**src/rtl/mario_velocity_pkg.sv**
```systemverilog
// Shared types and constants for the mario_velocity player physics stage.
package mario_velocity_pkg;

    localparam int VEL_W = 6;

    typedef enum logic [1:0] {
        GROUND = 2'd0,
        RISE   = 2'd1,
        FALL   = 2'd2
    } vstate_t;

    localparam logic [7:0] KEY_RIGHT = 8'h07;
    localparam logic [7:0] KEY_LEFT  = 8'h04;
    localparam logic [7:0] KEY_JUMP  = 8'h1A;
    localparam logic [7:0] KEY_RUN   = 8'h0E;

    // Horizontal speed pair seen from the direction being pushed:
    // fwd is the speed in the pushed direction, rev the opposing one.
    typedef struct packed {
        logic [VEL_W-1:0] fwd;
        logic [VEL_W-1:0] rev;
    } hpair_t;

endpackage

```
**src/rtl/mario_velocity_if.sv**
```systemverilog
// Keyboard/contact inputs and velocity outputs of the player physics stage.
interface mario_velocity_if;
    import mario_velocity_pkg::*;

    logic [7:0]       keycode;
    logic             grounded;
    logic             ceiling_hit;
    logic [VEL_W-1:0] Right_V;
    logic [VEL_W-1:0] Left_V;
    logic [VEL_W-1:0] Up_V;
    logic [VEL_W-1:0] Down_V;
    vstate_t          v_state;

    modport master (
        output keycode, grounded, ceiling_hit,
        input  Right_V, Left_V, Up_V, Down_V, v_state
    );

    modport slave (
        input  keycode, grounded, ceiling_hit,
        output Right_V, Left_V, Up_V, Down_V, v_state
    );

endinterface

```
**src/rtl/mario_velocity_frame_tick_sync.sv**
```systemverilog
// Brings the asynchronous frame clock into the Clk domain and emits a
// single-Clk tick on each of its rising edges.
module frame_tick_sync (
    input  logic Clk,
    input  logic Reset_n,
    input  logic frame_clk,
    output logic tick
);

    // sync_q[0..1]: two-flop synchroniser, sync_q[2]: previous synchronised level
    logic [2:0] sync_q;
    logic [2:0] sync_d;

    // Shift the raw frame clock through the synchroniser chain
    always_comb begin
        sync_d = {sync_q[1:0], frame_clk};
    end

    // Synchroniser and edge-history registers
    always_ff @(posedge Clk or negedge Reset_n) begin
        if (!Reset_n) begin
            sync_q <= '0;
        end else begin
            sync_q <= sync_d;
        end
    end

    assign tick = sync_q[1] & ~sync_q[2];

endmodule

```
**src/rtl/mario_velocity.sv**
```systemverilog
// Player physics: turns keycode and ground/ceiling contact into the four
// velocity magnitudes consumed by the collision stage, once per frame tick.
// Optional build macro RUN_BOOST_EN: KEY_RUN doubles acceleration and the
// horizontal speed ceiling in the current direction of motion.
module mario_velocity
    import mario_velocity_pkg::*;
#(
    parameter logic [VEL_W-1:0] H_ACCEL      = 6'd1,
    parameter logic [VEL_W-1:0] H_DECEL      = 6'd1,
    parameter logic [VEL_W-1:0] H_MAX        = 6'd3,
    parameter logic [VEL_W-1:0] JUMP_V       = 6'd8,
    parameter logic [VEL_W-1:0] JUMP_CUT     = 6'd3,
    parameter logic [VEL_W-1:0] MAX_FALL     = 6'd6,
    parameter logic [3:0]       GRAV_DIV     = 4'd4,
    parameter logic [VEL_W-1:0] GROUND_PRESS = 6'd1
) (
    input  logic            Clk,
    input  logic            Reset_n,
    input  logic            frame_clk,
    mario_velocity_if.slave bus
);

    localparam logic [VEL_W-1:0] ONE = 6'd1;
`ifdef RUN_BOOST_EN
    localparam logic [VEL_W-1:0] RUN_ACCEL = H_ACCEL << 1;
    localparam logic [VEL_W-1:0] RUN_MAX   = H_MAX << 1;
`endif

    logic tick;

    frame_tick_sync u_tick (
        .Clk      (Clk),
        .Reset_n  (Reset_n),
        .frame_clk(frame_clk),
        .tick     (tick)
    );

    logic [VEL_W-1:0] right_v_q, right_v_d, left_v_q, left_v_d;
    logic [VEL_W-1:0] up_v_q, up_v_d, down_v_q, down_v_d;
    vstate_t          state_q, state_d;
    logic             jump_armed_q, jump_armed_d;
    logic [3:0]       grav_cnt_q, grav_cnt_d, grav_nxt;
    logic             grav_step;

    function automatic logic [VEL_W-1:0] sat_add(input logic [VEL_W-1:0] a,
                                                 input logic [VEL_W-1:0] inc,
                                                 input logic [VEL_W-1:0] lim);
        logic [VEL_W:0] sum;
        sum = {1'b0, a} + {1'b0, inc};
        return (sum > {1'b0, lim}) ? lim : sum[VEL_W-1:0];
    endfunction

    function automatic logic [VEL_W-1:0] sat_sub(input logic [VEL_W-1:0] a,
                                                 input logic [VEL_W-1:0] dec);
        return (a > dec) ? (a - dec) : '0;
    endfunction

    // Pushing one way first bleeds off opposing speed, then sheds any excess
    // left over from a run, then accelerates toward the ceiling.
    function automatic hpair_t drive_dir(input hpair_t cur,
                                         input logic [VEL_W-1:0] acc,
                                         input logic [VEL_W-1:0] lim);
        hpair_t r;
        r = cur;
        if (cur.rev != '0) begin
            r.rev = sat_sub(cur.rev, H_DECEL);
        end else if (cur.fwd > lim) begin
            r.fwd = sat_sub(cur.fwd, H_DECEL);
        end else begin
            r.fwd = sat_add(cur.fwd, acc, lim);
        end
        return r;
    endfunction

    // Horizontal accel/decel from the current keycode
    always_comb begin
        right_v_d = right_v_q;
        left_v_d  = left_v_q;
        if (tick) begin
            case (bus.keycode)
                KEY_RIGHT: {right_v_d, left_v_d} = drive_dir({right_v_q, left_v_q}, H_ACCEL, H_MAX);
                KEY_LEFT:  {left_v_d, right_v_d} = drive_dir({left_v_q, right_v_q}, H_ACCEL, H_MAX);
`ifdef RUN_BOOST_EN
                KEY_RUN: begin
                    if (right_v_q != '0) begin
                        {right_v_d, left_v_d} = drive_dir({right_v_q, left_v_q}, RUN_ACCEL, RUN_MAX);
                    end else if (left_v_q != '0) begin
                        {left_v_d, right_v_d} = drive_dir({left_v_q, right_v_q}, RUN_ACCEL, RUN_MAX);
                    end
                end
`endif
                default: begin
                    right_v_d = sat_sub(right_v_q, H_DECEL);
                    left_v_d  = sat_sub(left_v_q, H_DECEL);
                end
            endcase
        end
    end

    // Jump/fall state machine with frame-divided gravity and jump cut
    always_comb begin
        state_d      = state_q;
        up_v_d       = up_v_q;
        down_v_d     = down_v_q;
        jump_armed_d = jump_armed_q;
        grav_cnt_d   = grav_cnt_q;
        grav_nxt     = grav_cnt_q + 4'd1;
        grav_step    = (grav_nxt == GRAV_DIV);
        if (tick) begin
            if (bus.keycode != KEY_JUMP) begin
                jump_armed_d = 1'b1;
            end
            case (state_q)
                GROUND: begin
                    up_v_d   = '0;
                    down_v_d = GROUND_PRESS;
                    if (bus.keycode == KEY_JUMP && jump_armed_q) begin
                        state_d      = RISE;
                        up_v_d       = JUMP_V;
                        down_v_d     = '0;
                        jump_armed_d = 1'b0;
                    end else if (!bus.grounded) begin
                        state_d  = FALL;
                        down_v_d = '0;
                    end
                end
                RISE: begin
                    down_v_d = '0;
                    if (bus.ceiling_hit) begin
                        state_d = FALL;
                        up_v_d  = '0;
                    end else begin
                        // Gravity phase keeps running even on a jump-cut tick
                        grav_cnt_d = grav_step ? 4'd0 : grav_nxt;
                        if (bus.keycode != KEY_JUMP && up_v_q > JUMP_CUT) begin
                            up_v_d = JUMP_CUT;
                        end else if (grav_step) begin
                            up_v_d = sat_sub(up_v_q, ONE);
                            if (up_v_q <= ONE) begin
                                state_d = FALL;
                            end
                        end
                    end
                end
                FALL: begin
                    up_v_d = '0;
                    if (bus.grounded) begin
                        state_d  = GROUND;
                        down_v_d = GROUND_PRESS;
                    end else begin
                        grav_cnt_d = grav_step ? 4'd0 : grav_nxt;
                        if (grav_step) begin
                            down_v_d = sat_add(down_v_q, ONE, MAX_FALL);
                        end
                    end
                end
                default: begin
                    state_d  = FALL;
                    up_v_d   = '0;
                    down_v_d = '0;
                end
            endcase
            if (state_d != state_q) begin
                grav_cnt_d = '0;
            end
        end
    end

    // Horizontal speed registers
    always_ff @(posedge Clk or negedge Reset_n) begin
        if (!Reset_n) begin
            right_v_q <= '0;
            left_v_q  <= '0;
        end else begin
            right_v_q <= right_v_d;
            left_v_q  <= left_v_d;
        end
    end

    // Vertical state, speed, jump arming and gravity counter registers
    always_ff @(posedge Clk or negedge Reset_n) begin
        if (!Reset_n) begin
            state_q      <= FALL;
            up_v_q       <= '0;
            down_v_q     <= '0;
            jump_armed_q <= 1'b1;
            grav_cnt_q   <= '0;
        end else begin
            state_q      <= state_d;
            up_v_q       <= up_v_d;
            down_v_q     <= down_v_d;
            jump_armed_q <= jump_armed_d;
            grav_cnt_q   <= grav_cnt_d;
        end
    end

    assign bus.Right_V = right_v_q;
    assign bus.Left_V  = left_v_q;
    assign bus.Up_V    = up_v_q;
    assign bus.Down_V  = down_v_q;
    assign bus.v_state = state_q;

endmodule

```
**src/flat_wrapper.sv**
```systemverilog
// flat-port wrapper written by rule: the top's interface ports become plain ports
module mario_velocity_flat import mario_velocity_pkg::*;
#(
    parameter logic [VEL_W-1:0] H_ACCEL      = 6'd1,
    parameter logic [VEL_W-1:0] H_DECEL      = 6'd1,
    parameter logic [VEL_W-1:0] H_MAX        = 6'd3,
    parameter logic [VEL_W-1:0] JUMP_V       = 6'd8,
    parameter logic [VEL_W-1:0] JUMP_CUT     = 6'd3,
    parameter logic [VEL_W-1:0] MAX_FALL     = 6'd6,
    parameter logic [3:0]       GRAV_DIV     = 4'd4,
    parameter logic [VEL_W-1:0] GROUND_PRESS = 6'd1
)
  (Clk, Reset_n, frame_clk, bus_keycode, bus_grounded, bus_ceiling_hit, bus_Right_V, bus_Left_V, bus_Up_V, bus_Down_V, bus_v_state);
  mario_velocity_if bus_i ();
  input  logic Clk;
  input  logic Reset_n;
  input  logic frame_clk;
  input wire logic [$bits(bus_i.keycode)-1:0] bus_keycode;
  input wire logic [$bits(bus_i.grounded)-1:0] bus_grounded;
  input wire logic [$bits(bus_i.ceiling_hit)-1:0] bus_ceiling_hit;
  output wire logic [$bits(bus_i.Right_V)-1:0] bus_Right_V;
  output wire logic [$bits(bus_i.Left_V)-1:0] bus_Left_V;
  output wire logic [$bits(bus_i.Up_V)-1:0] bus_Up_V;
  output wire logic [$bits(bus_i.Down_V)-1:0] bus_Down_V;
  output wire logic [$bits(bus_i.v_state)-1:0] bus_v_state;
  assign bus_i.keycode = bus_keycode;
  assign bus_i.grounded = bus_grounded;
  assign bus_i.ceiling_hit = bus_ceiling_hit;
  assign bus_Right_V = bus_i.Right_V;
  assign bus_Left_V = bus_i.Left_V;
  assign bus_Up_V = bus_i.Up_V;
  assign bus_Down_V = bus_i.Down_V;
  assign bus_v_state = bus_i.v_state;
  mario_velocity #(.H_ACCEL(H_ACCEL), .H_DECEL(H_DECEL), .H_MAX(H_MAX), .JUMP_V(JUMP_V), .JUMP_CUT(JUMP_CUT), .MAX_FALL(MAX_FALL), .GRAV_DIV(GRAV_DIV), .GROUND_PRESS(GROUND_PRESS)) u_core (.Clk(Clk), .Reset_n(Reset_n), .frame_clk(frame_clk), .bus(bus_i));
endmodule
```
**config.mk**
```make
export PLATFORM = sky130hd
export DESIGN_NAME = mario_velocity_flat
export DESIGN_NICKNAME = d
export VERILOG_FILES = /design/src/rtl/mario_velocity_pkg.sv /design/src/rtl/mario_velocity_if.sv /design/src/rtl/mario_velocity_frame_tick_sync.sv /design/src/rtl/mario_velocity.sv /design/src/flat_wrapper.sv
export SDC_FILE = /design/constraint.sdc
export NUM_CORES = 1
export LEC_CHECK = 0
export ABC_AREA = 1
export CAP_MARGIN = 20
export CORE_ASPECT_RATIO = 1.75
export CORE_MARGIN = 8
export CORE_UTILIZATION = 56
export CTS_CLUSTER_SIZE = 16
export DETAILED_ROUTE_END_ITERATION = 12
export DONT_BUFFER_PORTS = 1
export GPL_TIMING_DRIVEN = 0
export MAX_ROUTING_LAYER = met4
export PLACE_DENSITY = 0.75
export SYNTH_ARGS = -nofsm -noshare
export SYNTH_HDL_FRONTEND = slang
export SYNTH_SLANG_ARGS = --single-unit
export TNS_END_PERCENT = 50
```
**constraint.sdc**
```tcl
create_clock -name Clk -period 2 [get_ports Clk]
set_clock_uncertainty 0.05 [all_clocks]
set_input_delay 0.5 -clock Clk [delete_from_list [all_inputs] [get_ports Clk]]
set_output_delay 0.5 -clock Clk [all_outputs]
set_load 0.01 [all_outputs]
```
Word level (Yosys, flattened, before mapping):

Cells that the tools add are included.

* $add $sub $neg: 7
* $lt $le $gt $ge: 10
* equal/unequal tests: 16
* muxes and demuxes: 41
* bitwise logic cells: 2
* reduce and logical (&&, ||, !) cells: 11

Operator list (count)
* 6-bit 2-to-1 mux: 18
* 6-bit case mux with 2 select lines: 4
* 6-bit by 1-bit adder with 7-bit output, second input constant: 3
* 4-bit 2-to-1 mux: 5
* 6-bit by 1-bit greater-than comparator with 1-bit output, second input constant: 3
* 6-bit by 2-bit greater-than comparator with 1-bit output, second input constant: 3
* 6-bit by 1-bit subtractor with 6-bit output, second input constant: 3
* 8-bit by 3-bit == test with 1-bit output, second input constant: 2
* 2-bit 2-to-1 mux: 8
* 7-bit by 2-bit greater-than comparator with 1-bit output, second input constant: 2
* 6-bit nonzero test: 2
* 3-bit by 2-bit != test with 1-bit output, second input constant: 3
* 8-bit by 5-bit == test with 1-bit output, second input constant: 1
* 8-bit by 5-bit != test with 1-bit output, second input constant: 1
* 4-bit case mux with 2 select lines: 1
* 7-bit by 3-bit greater-than comparator with 1-bit output, second input constant: 1
* 6-bit by 1-bit <= comparator with 1-bit output, second input constant: 1
* 2-bit case mux with 3 select lines: 1
* 3-bit AND reduction: 2
* 4-bit by 1-bit adder with 4-bit output, second input constant: 1
* 4-bit by 3-bit == test with 1-bit output, second input constant: 1
* 1-bit 2-to-1 mux: 4
* 2-bit by 1-bit != test with 1-bit output, second input constant: 2
* 2-bit != test, second input constant: 2
* other kinds (11): 13

* bits in registers: 34
* input bits: 13
* output and inout bits: 26

Longest topological paths before layout:

Gate-level depths: netlist of the first run.

* word-level depth: 10
* gate-level depth with buffers: 14
* mapped depth without buffers: 14

By module:

From an unflattened synthesis of the first run, not the netlist that was laid out.

* cells, all modules: 325
* area total of the unflattened synthesis: 2413.6 um^2

By module, submodules not included
* mario_velocity: instances 1, cells an instance 320, area each 2328.5 um^2, seq. area each 778.2 um^2
* frame_tick_sync: instances 1, cells an instance 5, area each 85.1 um^2, seq. area each 75.1 um^2

Worst setup path after synthesis of the first run:

OpenSTA, ideal clock, no wires.

* kind: reg2reg
* from: reg u_core.state_q[0] (netlist: u_core.bus.v_state[0])
* to: reg u_core.grav_cnt_q[0]
* setup time: 118 ps
* arrival time: 1743 ps
* slack: 89 ps
* cell stages (with the launch flop): 15
* buffers on the path: 0
* clock period less this slack: 1911 ps
* path through: dfrtp_1 > inv_1 > ha_1 > inv_1 > or2_2 > inv_1 > a21oi_1 > nand3_1 > nand2_1 > nand2_1 > nand2_1 > nand3_1 > nand2_1 > nand2_1 > nand2_1

* longest elaborated chain between the ends: 9
* elaborated cells between the ends (all ways): 19
* classes of those cells: 5 x eq/ne; 11 x mux; 3 x reduce/logical

Ends and longest elaborated chain
* start, declared: line mario_velocity.sv:40 `vstate_t state_q, state_d;`
* start signal, assigned: line mario_velocity.sv:189 `state_q <= state_d;`
* 2-bit 2-to-1 mux: line mario_velocity.sv:139 `if (up_v_q <= ONE) begin`
* 2-bit 2-to-1 mux: line mario_velocity.sv:137 `end else if (grav_step) begin`
* 2-bit 2-to-1 mux: line mario_velocity.sv:135 `if (bus.keycode != KEY_JUMP && up_v_q > JUMP_CUT) begin`
* 2-bit 2-to-1 mux: line mario_velocity.sv:129 `if (bus.ceiling_hit) begin`
* 2-bit case mux with 3 select lines: line mario_velocity.sv:113 `case (state_q)`
* 2-bit 2-to-1 mux: line mario_velocity.sv:109 `if (tick) begin`
* 2-bit != test: line mario_velocity.sv:163 `if (state_d != state_q) begin`
* 3-bit by 2-bit != test with 1-bit output (no source line) / 3-bit nonzero test (equally long branches)
* 4-bit AND reduction (no source line)
* end signal, assigned: line mario_velocity.sv:193 `grav_cnt_q <= grav_cnt_d;`
* end, declared: line mario_velocity.sv:42 `logic [3:0] grav_cnt_q, grav_cnt_d, grav_nxt;`

Several ways; a longest one is shown, not always the timed one. The select of a mux whose other input is x is not followed.
A chain may end at the register's enable or synchronous reset.

Worst setup path in the final report of the first run:

* from: reg u_core.state_q[1] (netlist: u_core.bus.v_state[1])
* to: reg u_core.grav_cnt_q[0]

Same word-level chain as after synthesis.

==> summary.txt, run 1 <==
Logic synthesis
  • Post-synth cell types: 37
  • Post-synthesis instance area: roughly 2400 µm²
  • XOR/XNOR Fraction of Synth Area: 2.54%
  • Number of flops mapped to enable cells by yosys: 0
  • YS warnings: 0
  • Largest family of logic cells by synthesized area: simple AND/OR/NAND/NOR gates
  • FF+latch count, synth: 34
  • Synth Area in Simple Gates: 32.7%
  • Synth top area cells: dfrtp_1 33%, nand2_1 11%, ha_1 9.8%, inv_1 7.0%, nor2_1 6.2%
  • Ys flop type: dfrtp_1
  • Top-area cell type share of the netlist area: 33.1%
  • Post-synthesis sequential area ratio: 35.3%
  • Area leader, netlist: dfrtp_1
  • Post-Syn Instances: 323
  • Syn avg cell area: 7.48 µm²
  • Mux share of post-synthesis cell area: 0%
  • Ys async rst share: 100%
  • Post-Synth Adder-Cell Area: 9.84%
  • Synth Area in Compound Gates: between 10% and 20%
  • Post-Syn Nets: 355

Power
  • Leak pwr: approximately 1.3 nW
  • Sw Share: 45.3%
  • Clock group share of total power: 16.4%
  • Peak supply drop: between 800 and 900 µV
  • Power after layout: 3.00 mW
  • Comb pwr share: 42.6%
  • Sw Pwr: 1.36 mW
  • Seq pwr share: 41.1%
  • Pwr dens: 1110 nW/µm²
  • P_int: 1.64 mW

Timing
  • Endpoints failing setup: 2
  • Final hold viol count: 0
  • Fin worst setup slack: -0.00862 ns
  • Max Slew Vio Count: 0
  • Fmax: 0.498 GHz
  • Final setup TNS: -0.0114 ns
  • RSZ-0062 raised after global routing: true
  • Tmin final: 2.01 ns
  • Period utilization: 100%
  • Actual slew at the worst max-slew pin: 0.362 ns
  • Slew headroom: 75.8%

Global routing
  • Grt total ovfl: 0
  • Global-route wire length before repair: 9.31 mm
  • Largest net degree at the start of global routing: 34
  • GR Util All Layers: 17.8%
  • Vias in the first global route: between 2000 and 2500
  • Number of antenna violations at the first check in global routing: 0

Die
  • IO Count: 39
  • Die width: around 66 µm
  • Die area: 6750 µm²
  • Floorplan Core Area: approximately 4200 µm²
  • Initial Util: 58.2%
  • Row count: 31
  • Die Y: between 100 and 150 µm

Placement
  • Inst Count DP: 372
  • Hpwl dp: 4.06 mm
  • Routability cong.: 0.836
  • Port Buffers: 0

Setup path
  • Register-to-Register Path Depth: 12
  • Worst setup path category: flip-flop to flip-flop
  • WP depth: 12
  • CP endpoint kind: flip-flop
  • Slowest CP cell: dfstp_2
  • WP data required: 2.17 ns
  • Worst path most repeated cell: nand2_1
  • CP Data Arrival Time: 2.18 ns
  • Crit-path cells: ha_4 -> inv_2 -> or2_4 -> o21bai_1 -> a21oi_2 -> nand2_1 -> nand2_1 -> nand2_1 -> nand3_2 -> nand2_4 -> nand2_2 -> nand2_1
  • CP top delay family: simple AND/OR/NAND/NOR gates
  • Critical Path Fanout Max: 7
  • Max stage delay on crit path: 0.68 ns
  • Buffers & Inverters on Critical Path: 1
  • Startpoint class of the critical path: flip-flop

Route
  • Initial DRC count: 88
  • Drc violations: 0
  • Final wirelength: between 5 and 6 mm
  • DRT met1 WL: between 1.5 and 2 mm
  • Max layer used: met4
  • Metal3 WL: 343 µm
  • DR vias/cell: 5.46
  • DRT antenna net count: 0
  • Drt first pass iters: 4
  • Vias: 2113
  • DR WL/cell: between 10 and 15 µm
  • Met2 wire len: ~3.1 mm

Layout
  • Most frequent cells in the layout: 64 x nand2_1, 40 x inv_1, 37 x nor2_1, 26 x dfrtp_1, 20 x nand3_1
  • Area growth syn-to-layout: 12.3%
  • Sequential cell area: roughly 860 µm²
  • Post-route insts no fill: 387
  • Share of post-route cells with drive strength above 1: 18.9%
  • Commonest non-fill, non-tap cell in the layout: nand2_1
  • NumNets Final: 369
  • Antenna fix cells: 0
  • Multi-input logic area: 1440 µm²
  • # fillers: 362

Clock network
  • CTS buffer count: 5
  • CTS tree: done
  • CTS max path bufs: 2
  • H-tree depth: 2
  • Worst-path clk slew: roughly 0.07 ns
  • Sinks on Clock Net: 34
  • Clock Tree Root: clkbuf_8
  • Clk_lat worst skew: 0.28 ns

Flow run
  • Max-Cap Viols: 0

Outcome
  • Violated checks: negative setup slack
  • Status: finished with violations

Min path
  • Hold crit path type: primary input to flip-flop
  • Hold Path Cell Cnt: 0
cells in the mapped netlist (3+ instances only):
cell type  instances
o21ai_0           18
o22ai_1            3
a31oi_1            3
a21oi_1           10
nor2_1            40
inv_1             45
ha_1              19
nand3_1           22
nor3_1             7
xnor2_1            5
nand2_2            3
nor2_4             3
nand2_1           68
dfrtp_1           32
nand4_1            9
a21oi_2            5
per-layer routing:
layer,vias up,track usage [%]
met3,8,5.11
met1,969,15.1
met4,0,9.80
met5,-,-
met2,51,33.4
li1,1085,-
repair_timing:
item | CTS | global route
endpoints found under the setup margin | 9 | 18
pin swaps | 13 | 13
gates resized for setup | 14 | 19
hold buffers | 2 | 0
hold endpoints to repair | 33 | 0
setup buffers | 1 | 4
layout make-up:
| cell class | count | area share [%] |
|---|---|---|
| Buffer | 2 | 0.600 |
| Clock buffer | 8 | 2.95 |
| Inverter | 48 | 6.96 |
| Multi-Input combinational cell | 239 | 53.0 |
| Sequential cell | 34 | 31.7 |
| Tap cell | 49 | 2.26 |
| Timing Repair Buffer | 7 | 2.49 |
power groups by stage:
stage               sequential, mW  clock [mW]  combinational (mW)
global placement              1.23           0                1.12
CTS                           1.23       0.505                1.22
global route                  1.27       0.536                1.45
floorplan                     1.15           0               0.974
detailed placement            1.23           0                1.15
finish                        1.23       0.491                1.28
through the flow:
stage                     worst slack, ns  util, %  hold slack (ns)  cell area (µm²)
after detailed placement           -0.200     59.7            0.155             2480
final                            -0.00862     65.4            0.194             2710
after global routing               -0.132     65.4            0.179             2710
after CTS                         -0.0417     63.2            0.186             2630
after floorplan                    0.0889        -            0.154             2420
after global placement             -0.150     59.7            0.155             2480
flip-flops by register name, summed over array words and instances, names as in the netlist:
| name | count |
|---|---|
| u_core.bus.Down_V | 6 |
| u_core.bus.Left_V | 6 |
| u_core.bus.Right_V | 6 |
| u_core.bus.Up_V | 6 |
| u_core.bus.v_state | 2 |
| u_core.grav_cnt_q | 4 |
| u_core.jump_armed_q | 1 |
| u_core.u_tick.sync_q | 3 |
final timing paths:
path,startpoint,end,slack [ns]
worst max-delay path,u_core.bus.v_state[1]$_DFFE_PN1P_,u_core.grav_cnt_q[0]$_DFFE_PN0P_,-0.009
worst max register to register,u_core.bus.v_state[1]$_DFFE_PN1P_,u_core.grav_cnt_q[0]$_DFFE_PN0P_,-0.009
worst min-delay path,frame_clk,u_core.u_tick.sync_q[0]$_DFF_PN0_,0.19
max in group asynchronous,Reset_n,u_core.bus.v_state[1]$_DFFE_PN1P_,0.98
worst min register to register,u_core.u_tick.sync_q[0]$_DFF_PN0_,u_core.u_tick.sync_q[1]$_DFF_PN0_,0.30
min in group asynchronous,Reset_n,u_core.jump_armed_q$_DFFE_PN1P_,0.66
logic make-up after synthesis:
kind of cell	count (synthesis)
and+or+nand+nor	167
AOI/OAI and AO/OA	46
DFF	34
buffers and inverters	50
adders and majority gates	19
xor gates and xnor gates	7
No activity file was read; power rests on OpenSTA's default activity.
==> inputs of run 2 (changes only) <==
TNS_END_PERCENT = 20   (was 50)
==> summary.txt, run 2 (same netlist as run 1, synthesis figures left out) <==
Outcome
  • Status: finished with violations
  • Violated checks: negative setup slack

Timing
  • Actual slew at the worst max-slew pin: 0.364 ns (+0.00272 ns)
  • Slew headroom: 75.6% (-0.18 points)
  • Endpoints failing setup: 2 (unchanged)
  • Final hold viol count: 0 (unchanged)
  • Period utilization: 101% (+0.65 points)
  • Tmin final: 2.02 ns (+0.0131 ns)
  • RSZ-0062 raised after global routing: true
  • Fmax: 0.495 GHz (-0.65%)
  • Fin worst setup slack: -0.0217 ns (-0.0131 ns)
  • Max Slew Vio Count: 0 (unchanged)

Placement
  • Hpwl dp: 4.06 mm (unchanged)
  • Inst Count DP: 372 (unchanged)
  • Placed cell area: 2480 µm² (unchanged)
  • Port Buffers: 0 (unchanged)
  • Routability cong.: 0.836 (unchanged)

Route
  • DR WL/cell: 14.4 µm (+0.81%)
  • Vias: 2092 (-0.99%)
  • Initial DRC count: 81 (-8.0%)
  • Drc violations: 0 (unchanged)
  • DRT antenna net count: 0 (unchanged)
  • DR vias/cell: 5.46 (about the same)
  • Drt first pass iters: 4 (unchanged)
  • Final wirelength: 5.50 mm (-0.24%)

Clock network
  • CTS tree: done
  • Sinks on Clock Net: 34 (unchanged)
  • CTS buffer count: 5 (unchanged)
  • Worst-path clk slew: 0.07 ns (about the same)
  • Clock Tree Root: clkbuf_8
  • Clk_lat worst skew: 0.28 ns (about the same)
  • CTS max path bufs: 2 (unchanged)
  • H-tree depth: 2 (unchanged)

Layout
  • Antenna fix cells: 0 (unchanged)
  • Share of post-route cells with drive strength above 1: 18.0% (-0.97 points)
  • Final Core Density: 64.6% (-0.72 points)
  • Area growth syn-to-layout: 11.0%
  • NumNets Final: 365 (-1.1%)
  • Post-route insts no fill: 383 (-1.0%)
  • Most frequent cells in the layout: 63 x nand2_1, 40 x inv_1, 38 x nor2_1, 26 x dfrtp_1, 20 x nand3_1
  • Post-route cell area: 2680 µm² (-1.1%)
  • Commonest non-fill, non-tap cell in the layout: nand2_1

Power
  • Power after layout: 3.00 mW (about the same)
  • Leak pwr: 1.28 nW (-1.5%)
  • Peak supply drop: 859 µV (+0.47%)
  • Pwr dens: 1120 nW/µm² (+1.1%)

Setup path
  • Worst setup path category: flip-flop to flip-flop
  • WP data required: 2.17 ns (about the same)
  • Register-to-Register Path Depth: 12 (unchanged)
  • Critical Path Fanout Max: 7 (unchanged)
  • CP Data Arrival Time: 2.20 ns (+0.02 ns)
  • Startpoint class of the critical path: flip-flop
  • CP endpoint kind: flip-flop

Die
  • Die width: 65.7 µm (unchanged)
  • IO Count: 39 (unchanged)
  • Die area: 6750 µm² (unchanged)
  • Row count: 31 (unchanged)
  • Floorplan Core Area: 4150 µm² (unchanged)
  • Initial Util: 58.2% (unchanged)
  • Die Y: 103 µm (unchanged)

Min path
  • Hold crit path type: primary input to flip-flop
  • Hold Path Cell Cnt: 0 (unchanged)

Global routing
  • Vias in the first global route: 2186 (unchanged)
  • Global-route wire length before repair: 9.31 mm (unchanged)
  • Largest net degree at the start of global routing: 34 (unchanged)
  • Grt total ovfl: 0 (unchanged)
  • Number of antenna violations at the first check in global routing: 0 (unchanged)
  • GR Util All Layers: 17.8% (unchanged)

Flow run
  • Max-Cap Viols: 0 (unchanged)
==> run 2: cell types whose count changed in the layout (fill, tap and decap cells not counted) <==
cell and change:
buf_4 -4, nand2_1 -1, nand2_2 +1, nor2_1 +1, nor2_2 -1
==> run 2: power by group <==
part / switching, mW / internal, mW
clock: 0.247 / 0.247
combinational: 0.757 / 0.516
sequential: 0.358 / 0.876
==> run 2: layer usage <==
layer	vias to the layer above	GRT usage (%)	wire length, µm
met3	8	5.11	332
met1	962	15.1	1980
met2	48	33.4	3090
met5	-	-	0
li1	1074	-	-
met4	0	9.80	94
==> run 2: what timing repair did <==
| action | in CTS | in global routing |
|---|---|---|
| endpoints found under the hold margin | 33 | 0 |
| setup endpoints to repair | 9 | 18 |
| pin swaps | 10 | 12 |
| gates resized for setup | 14 | 19 |
| setup buffers | 1 | 0 |
| hold buffers | 2 | 0 |
==> run 2: final timing paths <==
kind | startpoint | endpoint | slack, ns
worst max register to register | u_core.bus.v_state[1]$_DFFE_PN1P_ | u_core.grav_cnt_q[0]$_DFFE_PN0P_ | -0.02
min in group asynchronous | Reset_n | u_core.jump_armed_q$_DFFE_PN1P_ | 0.65
worst max-delay path | u_core.bus.v_state[1]$_DFFE_PN1P_ | u_core.grav_cnt_q[0]$_DFFE_PN0P_ | -0.02
worst min-delay path | frame_clk | u_core.u_tick.sync_q[0]$_DFF_PN0_ | 0.19
max in group asynchronous | Reset_n | u_core.bus.v_state[1]$_DFFE_PN1P_ | 0.98
worst min register to register | u_core.u_tick.sync_q[0]$_DFF_PN0_ | u_core.u_tick.sync_q[1]$_DFF_PN0_ | 0.30
==> run 2: cell type report <==
class	instances	area [µm²]
Timing Repair Buffer	3	37.5
Inverter	48	189
Tap cell	49	61.3
Clock buffer	8	80.1
Sequential cell	34	861
Buffer	2	16.3
Fill cell	367	1470
Multi-Input combinational cell	239	1440
==> run 2: worst max-delay path, stage by stage (launching register included) <==
cell      delay (ns)
dfstp_2         0.68
ha_4            0.18
inv_2           0.03
or2_4           0.22
o21bai_1        0.15
a21oi_2         0.06
nand2_1         0.11
nand2_1         0.07
nand2_1         0.08
nand3_2         0.09
nand2_4         0.10
nand2_2         0.05
nand2_1         0.07
==> run 2: through the flow <==
step	hold WS, ns	TNS [ns]	setup WS [ns]
3_5_place_dp	0.155	-1.18	-0.200
2_1_floorplan	0.154	0	0.0889
3_3_place_gp	0.155	-0.865	-0.150
6_report	0.193	-0.0235	-0.0217
5_1_grt	0.179	-0.555	-0.136
4_1_cts	0.186	-0.163	-0.0412
